File: config.mk
export PLATFORM = sky130hd
export DESIGN_NAME = phy_tx_ctrl
export DESIGN_NICKNAME = d
export VERILOG_FILES = /design/src/rtl/phy_tx_pkg.sv /design/src/rtl/tx_rr_arbiter.sv /design/src/rtl/phy_tx_ctrl.sv
export SDC_FILE = /design/constraint.sdc
export NUM_CORES = 1
export LEC_CHECK = 0
export BUFFER_PORTS_ARGS = -buffer_cell sky130_fd_sc_hd__buf_4
export CAP_MARGIN = 20
export CELL_PAD_IN_SITES_DETAIL_PLACEMENT = 1
export CELL_PAD_IN_SITES_GLOBAL_PLACEMENT = 1
export CORE_MARGIN = 3
export CORE_UTILIZATION = 33
export DETAILED_ROUTE_END_ITERATION = 6
export GPL_ROUTABILITY_DRIVEN = 0
export MAX_ROUTING_LAYER = met4
export PLACE_DENSITY = 0.92
export SYNTH_ARGS = -nofsm -noshare
export SYNTH_HDL_FRONTEND = slang
export SYNTH_SLANG_ARGS = --single-unit
File: constraint.sdc
create_clock -name clk_2f -period 2.2 [get_ports clk_2f]
set_input_delay 0.22 -clock clk_2f [delete_from_list [all_inputs] [get_ports clk_2f]]
set_output_delay 0.22 -clock clk_2f [all_outputs]
set_load 0.05 [all_outputs]
File: src/rtl/phy_tx_pkg.sv
// Shared types and constants for the two-lane PHY transmit link controller.
// Latency: n/a (types and constants only).
// Backpressure: n/a.
//
// Contents: FSM state enum, packet-owner enum, the fixed line words, and a
// helper that turns a one-hot grant vector into an owner value.
package phy_tx_pkg;

    typedef enum logic [1:0] {
        ST_DISABLED = 2'd0,
        ST_TRAIN    = 2'd1,
        ST_ACTIVE   = 2'd2
    } state_e;

    typedef enum logic [1:0] {
        OWN_NONE = 2'd0,
        OWN_TLP  = 2'd1,
        OWN_DLLP = 2'd2
    } owner_e;

    // Requester indices used for the two-bit grant / accept vectors.
    localparam int REQ_TLP  = 0;
    localparam int REQ_DLLP = 1;

    localparam logic [31:0] TS_WORD   = 32'hBC4A4A4A;
    localparam logic [31:0] SKP_WORD  = 32'h1C1C1C1C;
    localparam logic [31:0] IDLE_WORD = 32'h00000000;

    // One-hot grant to owner; DLLP bit is checked first but the arbiter
    // never raises both bits together.
    function automatic owner_e owner_of(input logic [1:0] gnt);
        if (gnt[REQ_DLLP]) begin
            return OWN_DLLP;
        end else if (gnt[REQ_TLP]) begin
            return OWN_TLP;
        end
        return OWN_NONE;
    endfunction

endpackage

File: src/rtl/tx_rr_arbiter.sv
// Two-way round-robin arbiter with packet lock for the TLP and DLLP requesters.
// Latency: grant is combinational; owner and round-robin pointer update on the clock edge.
// Backpressure: grant only while en_i is high; a locked owner keeps its grant until it delivers last.
//
// Ports:
//   clk_i, rst_ni     - word-rate clock, asynchronous active-low reset
//   clear_i           - drops any packet lock (link disabled)
//   en_i              - arbitration allowed this cycle
//   req_vld_i/last_i  - per-requester valid and end-of-packet (bit0 TLP, bit1 DLLP)
//   accept_i          - per-requester handshake (grant & valid) from the parent
//   gnt_o             - one-hot grant, used directly as the requester ready
//   owner_o           - requester currently holding the packet lock
module tx_rr_arbiter
    import phy_tx_pkg::*;
(
    input  logic       clk_i,
    input  logic       rst_ni,
    input  logic       clear_i,
    input  logic       en_i,
    input  logic [1:0] req_vld_i,
    input  logic [1:0] req_last_i,
    input  logic [1:0] accept_i,
    output logic [1:0] gnt_o,
    output owner_e     owner_o
);

    owner_e owner_q, owner_d;
    // 0: TLP wins the next tie, 1: DLLP wins the next tie.
    logic   rr_dllp_q, rr_dllp_d;

    logic   tie;
    logic   acc_any;
    logic   acc_last;

    assign tie      = req_vld_i[REQ_TLP] && req_vld_i[REQ_DLLP];
    assign acc_any  = |accept_i;
    assign acc_last = |(accept_i & req_last_i);
    assign owner_o  = owner_q;

    // Grant. A locked owner is granted whether or not it is currently
    // valid, so the other requester cannot slip into the middle of a packet.
    always_comb begin
        gnt_o = 2'b00;
        if (en_i) begin
            case (owner_q)
                OWN_TLP:  gnt_o = 2'b01;
                OWN_DLLP: gnt_o = 2'b10;
                default: begin
                    if (tie) begin
                        gnt_o = rr_dllp_q ? 2'b10 : 2'b01;
                    end else begin
                        gnt_o = req_vld_i;
                    end
                end
            endcase
        end
    end

    always_comb begin
        owner_d   = owner_q;
        rr_dllp_d = rr_dllp_q;
        if (clear_i) begin
            owner_d = OWN_NONE;
        end else if (owner_q != OWN_NONE) begin
            if (acc_last) begin
                owner_d = OWN_NONE;
            end
        end else if (acc_any) begin
            // Single-word packets never take the lock.
            if (!acc_last) begin
                owner_d = owner_of(accept_i);
            end
            // The loser of this tie is favoured next time.
            if (tie) begin
                rr_dllp_d = accept_i[REQ_TLP];
            end
        end
    end

    always_ff @(posedge clk_i or negedge rst_ni) begin
        if (!rst_ni) begin
            owner_q   <= OWN_NONE;
            rr_dllp_q <= 1'b0;
        end else begin
            owner_q   <= owner_d;
            rr_dllp_q <= rr_dllp_d;
        end
    end

endmodule

File: src/rtl/phy_tx_ctrl.sv
// Transmit link controller: disable / training / active sequencing and TLP+DLLP sharing of the PHY tx path.
// Latency: 1 cycle from an accepted requester word to tx_data/tx_valid.
// Backpressure: tlp_ready/dllp_ready combinational, only in ACTIVE with link_en high and no SKP due at a boundary.
//
// Ports:
//   clk_2f, reset          - word-rate clock, asynchronous active-low reset
//   link_en                - link enable; low forces DISABLED and truncates any packet in flight
//   tlp_data/valid/last    - TLP requester, tlp_ready back
//   dllp_data/valid/last   - DLLP requester, dllp_ready back
//   tx_data, tx_valid      - registered word to the PHY transmit datapath
//   link_up                - registered, high while ACTIVE
//
// Build option: define PHY_TX_SKP_EN to add periodic SKP insertion at packet
// boundaries every SKP_INTERVAL active cycles. Without it SKP_INTERVAL is unused.
module phy_tx_ctrl
    import phy_tx_pkg::*;
#(
    parameter int TS_COUNT     = 16,
    parameter int SKP_INTERVAL = 64
) (
    input  logic        clk_2f,
    input  logic        reset,
    input  logic        link_en,
    input  logic [31:0] tlp_data,
    input  logic        tlp_valid,
    input  logic        tlp_last,
    output logic        tlp_ready,
    input  logic [31:0] dllp_data,
    input  logic        dllp_valid,
    input  logic        dllp_last,
    output logic        dllp_ready,
    output logic [31:0] tx_data,
    output logic        tx_valid,
    output logic        link_up
);

    localparam int TSW = $clog2(TS_COUNT + 1);
    localparam logic [TSW-1:0] TS_LAST = TSW'(TS_COUNT - 1);

    state_e          state_q;
    logic [31:0]     tx_data_q;
    logic            tx_valid_q;
    logic            link_up_q;
    logic [TSW-1:0]  ts_cnt_q;

    owner_e          owner;
    logic [1:0]      gnt;
    logic [1:0]      accept;
    logic [1:0]      req_vld;
    logic [1:0]      req_last;
    logic            arb_en;
    logic            skp_block;
    logic [31:0]     fwd_dat;

`ifdef PHY_TX_SKP_EN
    localparam int SKW = $clog2(SKP_INTERVAL + 1);
    localparam logic [SKW-1:0] SKP_MAX = SKW'(SKP_INTERVAL);
    localparam logic [SKW-1:0] SKP_PRE = SKW'(SKP_INTERVAL - 1);

    logic [SKW-1:0]  skp_cnt_q;
    logic            skp_pend_q;

    // A due SKP only goes out between packets; while it waits for that
    // boundary with no owner, it takes the slot and both readies stay low.
    assign skp_block = skp_pend_q && (owner == OWN_NONE);
`else
    logic            unused_skp_cfg;

    assign unused_skp_cfg = (SKP_INTERVAL >= 2);
    assign skp_block      = 1'b0;
`endif

    assign req_vld  = {dllp_valid, tlp_valid};
    assign req_last = {dllp_last, tlp_last};
    assign arb_en   = (state_q == ST_ACTIVE) && link_en && !skp_block;
    assign accept   = gnt & req_vld;
    assign fwd_dat  = accept[REQ_DLLP] ? dllp_data : tlp_data;

    tx_rr_arbiter u_arb (
        .clk_i      (clk_2f),
        .rst_ni     (reset),
        .clear_i    (!link_en),
        .en_i       (arb_en),
        .req_vld_i  (req_vld),
        .req_last_i (req_last),
        .accept_i   (accept),
        .gnt_o      (gnt),
        .owner_o    (owner)
    );

    assign tlp_ready  = gnt[REQ_TLP];
    assign dllp_ready = gnt[REQ_DLLP];
    assign tx_data    = tx_data_q;
    assign tx_valid   = tx_valid_q;
    assign link_up    = link_up_q;

    // Link FSM with registered line outputs. The line idles by default and
    // each state overrides the word it drives this cycle.
    always_ff @(posedge clk_2f or negedge reset) begin
        if (!reset) begin
            state_q    <= ST_DISABLED;
            tx_data_q  <= IDLE_WORD;
            tx_valid_q <= 1'b0;
            link_up_q  <= 1'b0;
            ts_cnt_q   <= '0;
`ifdef PHY_TX_SKP_EN
            skp_cnt_q  <= '0;
            skp_pend_q <= 1'b0;
`endif
        end else begin
            tx_data_q  <= IDLE_WORD;
            tx_valid_q <= 1'b0;
            if (!link_en) begin
                state_q   <= ST_DISABLED;
                link_up_q <= 1'b0;
                ts_cnt_q  <= '0;
`ifdef PHY_TX_SKP_EN
                skp_cnt_q  <= '0;
                skp_pend_q <= 1'b0;
`endif
            end else begin
                case (state_q)
                    ST_DISABLED: begin
                        state_q  <= ST_TRAIN;
                        ts_cnt_q <= '0;
                    end
                    ST_TRAIN: begin
                        tx_data_q  <= TS_WORD;
                        tx_valid_q <= 1'b1;
                        if (ts_cnt_q == TS_LAST) begin
                            state_q   <= ST_ACTIVE;
                            link_up_q <= 1'b1;
                            ts_cnt_q  <= '0;
                        end else begin
                            ts_cnt_q <= ts_cnt_q + 1'b1;
                        end
                    end
                    ST_ACTIVE: begin
                        link_up_q <= 1'b1;
                        if (skp_block) begin
                            tx_data_q  <= SKP_WORD;
                            tx_valid_q <= 1'b1;
                        end else if (|accept) begin
                            tx_data_q  <= fwd_dat;
                            tx_valid_q <= 1'b1;
                        end
`ifdef PHY_TX_SKP_EN
                        // Saturating interval counter; pending is raised on the
                        // edge where the count reaches the interval.
                        if (skp_block) begin
                            skp_cnt_q  <= '0;
                            skp_pend_q <= 1'b0;
                        end else begin
                            if (skp_cnt_q != SKP_MAX) begin
                                skp_cnt_q <= skp_cnt_q + 1'b1;
                            end
                            if (skp_cnt_q >= SKP_PRE) begin
                                skp_pend_q <= 1'b1;
                            end
                        end
`endif
                    end
                    default: begin
                        state_q   <= ST_DISABLED;
                        link_up_q <= 1'b0;
                    end
                endcase
            end
        end
    end

endmodule

==> results of run 1 <==
metal layers:
metal / wire (um) / GRT usage, % / up-vias
met4: 120 / 6.00 / 0
li1: - / - / 1046
met5: 0 / - / -
met1: 2860 / 22.6 / 1108
met2: 4060 / 35.4 / 70
met3: 449 / 3.20 / 11
power breakdown:
group          total (mW)  internal [mW]  switching (mW)
registers           0.940          0.886          0.0533
logic               0.887          0.320           0.567
clock network       0.646          0.342           0.303
flip-flops by register name, indices dropped and copies added, names as in the netlist:
| name | count |
|---|---|
| link_up | 1 |
| state_q | 2 |
| ts_cnt_q | 5 |
| tx_data | 32 |
| tx_valid | 1 |
| u_arb.owner_o | 2 |
| u_arb.rr_dllp_q | 1 |
area by class of cell:
class / count / area, um^2 / share of cell area, %
multi-input cells: 172 / 1050 / 32.3
clock buffers: 5 / 68.8 / 2.12
clock inverters: 3 / 46.3 / 1.42
well taps: 77 / 96.3 / 2.96
repair buffers: 113 / 855 / 26.3
inverters: 9 / 33.8 / 1.04
flip-flops and latches: 44 / 1100 / 33.8
cells in the final DEF (no fill, tap or decap), types with 3 or more instances in the layout:
master and n:
clkbuf_8 5, nand3_1 9, nand2_1 70, nor2_1 3, o21ai_0 8, a32oi_1 13, buf_4 111, dfrtp_1 44
ha_1 7, inv_1 9, a21oi_1 24
worst reg2reg max path, delay by kind of cell, from the launching register on:
kind | cells | cell delay [ns]
buf+inv | 1 | 0.14
flops | 1 | 0.39
fa+ha+maj | 1 | 0.25
simple gates | 2 | 0.69
compound gates | 2 | 0.44
stage by stage:
stage	hold slack (ns)	utilization, %
2_1_floorplan	-0.0756	-
3_3_place_gp	0.252	47.7
3_5_place_dp	0.254	47.7
4_1_cts	0.148	50.5
5_1_grt	0.154	50.9
6_report	0.153	50.9
path summary, 6_finish.rpt:
path | slack [ns] | end | startpoint
max reg2reg | 0.17 | u_arb.owner_o[0] | u_arb.owner_o[0]
max | 0.17 | u_arb.owner_o[0] | u_arb.owner_o[0]
max in group asynchronous | 1.35 | tx_data[21] | reset
min in group asynchronous | 0.46 | tx_data[12] | reset
min | 0.15 | tx_data[8] | dllp_data[8]
min reg2reg | 0.54 | ts_cnt_q[0] | ts_cnt_q[0]
what timing repair did:
| action | in CTS | in global routing |
|---|---|---|
| setup endpoints to repair | 3 | 32 |
| buffers inserted | 0 | 0 |
| gates cloned | 1 | 0 |
| gates resized for setup | 6 | 7 |
| hold buffers | 1 | 0 |
| pin swaps | 1 | 0 |
| hold endpoints to repair | 44 | 0 |
cells by family after synthesis:
kind of cell / after synthesis / synth area share [%]
compound gates: 60 / 18.2
buf+inv: 24 / 5.59
simple gates: 102 / 21.0
flops: 44 / 50.2
fa+ha+maj: 8 / 4.56
mux: 1 / 0.456
==> out/qor.csv, run 1 <==
stage,metric,value,unit
logic_synthesis,synth_cell_types,39,
floorplan,coreArea,6390,um^2
sta,fin_crit_sh,92.5,%
min_path,worstHoldPathCells,3,
placed_design,post-place-ws,-0.232,ns
worst_setup_path,worstRegToRegCells,6,
detailed_routing,vias,2235,
logic_synthesis,synthCells,239,
logic_synthesis,async_flop_share,100,%
sta,period_minus_slack,2.03,ns
worst_setup_path,cp-start-kind,flip-flop,
cells_and_area,post_route_cells_drive_above_1_share,38.2,%
clock_network,cts_made_buffers,5,
logic_synthesis,ys_seq_elements,44,
logic_synthesis,synth-edff-count,0,
clock_network,cts_tree,done,
run_status,status,completed,
worst_setup_path,path_max_fanout,9,
logic_synthesis,synthTopCellsByCount,"70 x nand2_1, 44 x dfrtp_1, 25 x a21oi_1, 13 x a32oi_1",
worst_setup_path,crit_required,2.38,ns
global_route,grt_overflow,0,
sta,fmax,491,MHz
detailed_routing,avgViaCountPerCell,5.28,
worst_setup_path,path_buf_inv,1,
pwr,power,2.47,mW
pwr,cellLeakagePower,1.64,nW
logic_synthesis,seq_area_frac_synth,50.2,%
logic_synthesis,yosys_warnings,0,
global_route,grt_pass1_wl,11.6,mm
sta,finalSetupViolations,0,
logic_synthesis,synth_most_common_cell,nand2_1,
sta,drv_slew,0,
cells_and_area,n_fill_cell,750,
floorplan,die_x,87.6,um
placed_design,hpwl,5.36,mm
detailed_routing,avgRoutedWirePerCell,17.7,um
pwr,powerDensity,760,nW/um^2
logic_synthesis,synth_top_area_share,50.2,%
sta,setup_ws,0.165,ns
clock_network,cts.path.max_buffers,2,
worst_setup_path,crit_arrival,2.21,ns
worst_setup_path,crit_family,simple AND/OR/NAND/NOR gates,
min_path,min_path_type,in2reg,
worst_setup_path,cpMaxStageDelayCell,or3b_2,
floorplan,ios,107,
worst_setup_path,critPathMaxStageDelay,0.46,ns
floorplan,die-area,7670,um^2
global_route,grt_pass1_vias,2395,
sta,fin_skew,0.0105,ns
logic_synthesis,synth_ff_type,dfrtp_1,
placed_design,placed_area,3050,um^2
cells_and_area,diodes,0,
clock_network,cts_max_level,2,
detailed_routing,dr.first_iter.drc_count,101,
worst_setup_path,worst-path-stages,6,
detailed_routing,drtPass1Iterations,6,
floorplan,initial_core_util,34.4,%
sta,rsz0062_at_grt,no,
clock_network,clock_latency,0.30,ns
sta,hold_violations,0,
cells_and_area,nNetsFinal,424,
clock_network,clock-sinks,44,
placed_design,place_inst,413,
detailed_routing,wl,7.49,mm
placed_design,io_buffers,106,
sta,worst_pin_slew,0.600,ns
logic_synthesis,synth_top_cell_by_area,dfrtp_1,
detailed_routing,drc,0,
floorplan,die_height,87.6,um
logic_synthesis,syn_area,2190,um^2
logic_synthesis,syn_area_per_cell,9.18,um^2
cells_and_area,area.growth.synth_to_final,48.2,%
global_route,antenna_found_initial,0,
detailed_routing,drtAntennaViolNets,0,
worst_setup_path,path_cells,inv_1 -> ha_4 -> or3b_2 -> and3_1 -> a2111oi_4 -> o41ai_1,
clock_network,clkTransAtPathRegs,0.10,ns
pwr,ir_drop,0.000388,V
sta,max-slew-margin-rel,59.9,%
global_route,grt_max_degree,45,
cells_and_area,fin_area,3250,um^2
global_route,grt_use_total,19.8,%
clock_network,clock-root-buffer,clkbuf_8,
cells_and_area,finalNonFillerCells,423,
run,maxCapViolations,0,
floorplan,rows,29,
logic_synthesis,syn_nets,318,
sta,tns,0,ns
worst_setup_path,crit_type,reg2reg,
logic_synthesis,synthTopCellsByArea,"dfrtp_1 50%, nand2_1 12%, a21oi_1 5.7%",
worst_setup_path,end_kind,flip-flop,
Power figures use the tool's default switching activity.
==> inputs of run 2 (changes only) <==
--- a/config.mk
+++ b/config.mk
@@ -14,7 +14,7 @@
 export DETAILED_ROUTE_END_ITERATION = 6
 export GPL_ROUTABILITY_DRIVEN = 0
 export MAX_ROUTING_LAYER = met4
-export PLACE_DENSITY = 0.92
+export PLACE_DENSITY_LB_ADDON = 0.1
 export SYNTH_ARGS = -nofsm -noshare
 export SYNTH_HDL_FRONTEND = slang
 export SYNTH_SLANG_ARGS = --single-unit
==> out/qor.csv, run 2 (synthesis gave the netlist of run 1 again) <==
stage,metric,value,unit,change
run_status,status,completed,,
floorplan,ios,107,,unchanged
clock_network,clkTransAtPathRegs,0.09,ns,about the same
global_route,antenna_found_initial,0,,unchanged
detailed_routing,drc,0,,unchanged
placed_design,place_inst,415,,+0.48%
clock_network,cts.path.max_buffers,2,,unchanged
worst_setup_path,crit_required,2.39,ns,about the same
clock_network,clock-root-buffer,clkbuf_8,,
cells_and_area,diodes,0,,unchanged
cells_and_area,area.growth.synth_to_final,48.1,%,
clock_network,cts_tree,done,,
worst_setup_path,crit_start,u_arb.owner_o[0],,
worst_setup_path,end_kind,flip-flop,,
sta,finalSetupViolations,0,,unchanged
detailed_routing,wl,7.29,mm,-2.7%
cells_and_area,finalNonFillerCells,426,,+0.71%
placed_design,hpwl,5.15,mm,-3.9%
global_route,grt_overflow,0,,unchanged
clock_network,clock-sinks,44,,unchanged
sta,fmax,483,MHz,-1.7%
worst_setup_path,cp-start-kind,flip-flop,,
cells_and_area,layout_common_cells,"113 x buf_4, 70 x nand2_1, 44 x dfrtp_1",,
global_route,grt_pass1_vias,2235,,-6.7%
detailed_routing,drtPass1Iterations,4,,-2
global_route,grt_use_total,19.8,%,+0.049 points
sta,hold_violations,0,,unchanged
floorplan,die_x,87.6,um,unchanged
cells_and_area,post_route_cells_drive_above_1_share,37.5,%,-0.61 points
run,maxCapViolations,0,,unchanged
pwr,cellLeakagePower,1.66,nW,+0.75%
global_route,grt_pass1_wl,11.5,mm,-0.66%
floorplan,initial_core_util,34.4,%,unchanged
sta,drv_slew,0,,unchanged
cells_and_area,layout_commonest_cell,buf_4,,
floorplan,rows,29,,unchanged
sta,rsz0062_at_grt,no,,
pwr,powerDensity,746,nW/um^2,-1.8%
detailed_routing,avgViaCountPerCell,5.18,,-1.9%
sta,worst_pin_slew,0.604,ns,+0.00418 ns
sta,max-slew-margin-rel,59.6,%,-0.28 points
clock_network,clock_latency,0.30,ns,about the same
min_path,min_from,dllp_data[7],,
detailed_routing,drtAntennaViolNets,0,,unchanged
sta,fin_crit_sh,94.1,%,+1.6 points
floorplan,coreArea,6390,um^2,unchanged
detailed_routing,avgRoutedWirePerCell,17.1,um,-3.4%
worst_setup_path,critPathMaxStageDelay,0.55,ns,+0.09 ns
global_route,grt_max_degree,45,,unchanged
worst_setup_path,path_cells,inv_1 -> ha_2 -> nor3b_1 -> buf_4 -> nor3_4 -> or4_1 -> o41ai_1,,
clock_network,cts_made_buffers,5,,unchanged
worst_setup_path,crit_type,reg2reg,,
worst_setup_path,cpMaxStageDelayCell,or4_1,,
placed_design,io_buffers,106,,unchanged
worst_setup_path,r2r_start,u_arb.owner_o[0],,
cells_and_area,largest_reg_flops,32,,unchanged
cells_and_area,nNetsFinal,427,,+0.71%
sta,tns,0,ns,unchanged
sta,fin_skew,0.00668,ns,-0.00383 ns
floorplan,die_height,87.6,um,unchanged
worst_setup_path,crit_arrival,2.26,ns,+0.05 ns
detailed_routing,dr.first_iter.drc_count,116,,+15%
pwr,ir_drop,0.000464,V,+19%
sta,period_minus_slack,2.07,ns,+0.0349 ns
worst_setup_path,path_max_fanout,6,,-3
detailed_routing,vias,2207,,-1.3%
clock_network,cts_max_level,2,,unchanged
min_path,min_path_type,in2reg,,
floorplan,die-area,7670,um^2,unchanged
-- run 2: cell count changes in the layout (fill, tap and decap cells not counted), sizes merged --
cell	previous run	this run
clkinv	0	1
inv	10	9
clkinvlp	1	0
buf	112	115
clkbuf	5	6
-- run 2: worst paths after layout --
path                                    endpoint  cells after the start  slack (ns)
min in group asynchronous            tx_data[26]                      2        0.46
worst max register to register  u_arb.owner_o[0]                      7        0.13
worst min register to register       ts_cnt_q[0]                      1        0.53
max in group asynchronous       u_arb.owner_o[1]                      2        1.33
worst max-delay path            u_arb.owner_o[0]                      7        0.13
worst min-delay path                  tx_data[7]                      3        0.16
-- run 2: worst max-delay path: cells and delay by family, from the launching register on --
kind                       cells  cell delay [ns]
DFF                            1             0.39
AOI/OAI and AO/OA              1             0.09
and+or+nand+nor                3             0.88
buffers and inverters          2             0.29
adders and majority gates      1             0.32
-- run 2: area by class of cell --
| class | count | area (um^2) |
|---|---|---|
| clock buffers | 6 | 72.6 |
| inverters | 9 | 33.8 |
| multi-input cells | 172 | 1020 |
| well taps | 77 | 96.3 |
| clock inverters | 2 | 35.0 |
| repair buffers | 116 | 890 |
| flip-flops and latches | 44 | 1100 |
| fillers | 779 | 3140 |
-- run 2: power by group --
group | switching [mW] | total, mW | internal [mW]
combinational | 0.542 | 0.859 | 0.317
clock | 0.292 | 0.630 | 0.338
sequential | 0.0502 | 0.936 | 0.886
-- run 2: repair_timing --
item | CTS | global route
hold endpoints to repair | 44 | 0
pin swaps | 0 | 1
gates resized for setup | 1 | 7
gates cloned | 1 | 0
setup endpoints to repair | 1 | 30
hold buffers | 1 | 0
setup buffers | 0 | 1
-- run 2: layer usage --
| layer | global-route usage [%] | vias to the layer above | share of wire (%) |
|---|---|---|---|
| li1 | - | 1051 | - |
| met1 | 26.2 | 1076 | 44 |
| met2 | 30.5 | 70 | 48 |
| met3 | 4.05 | 10 | 6.0 |
| met4 | 6.56 | 0 | 1.9 |
| met5 | - | - | 0 |
-- run 2: metrics by stage --
step / area [um^2] / worst slack, ns / hold slack, ns / utilization [%] / power (mW)
finish: 3250 / 0.130 / 0.157 / 50.9 / 2.43
global route: 3250 / 0.00814 / 0.154 / 50.9 / 2.58
CTS: 3200 / 0.0180 / 0.150 / 50.2 / 2.43
detailed placement: 3080 / -0.0142 / 0.268 / 48.2 / 1.79
global placement: 3080 / 0.0564 / 0.267 / 48.2 / 1.78
floorplan: 2190 / 0.188 / -0.0756 / - / 1.46
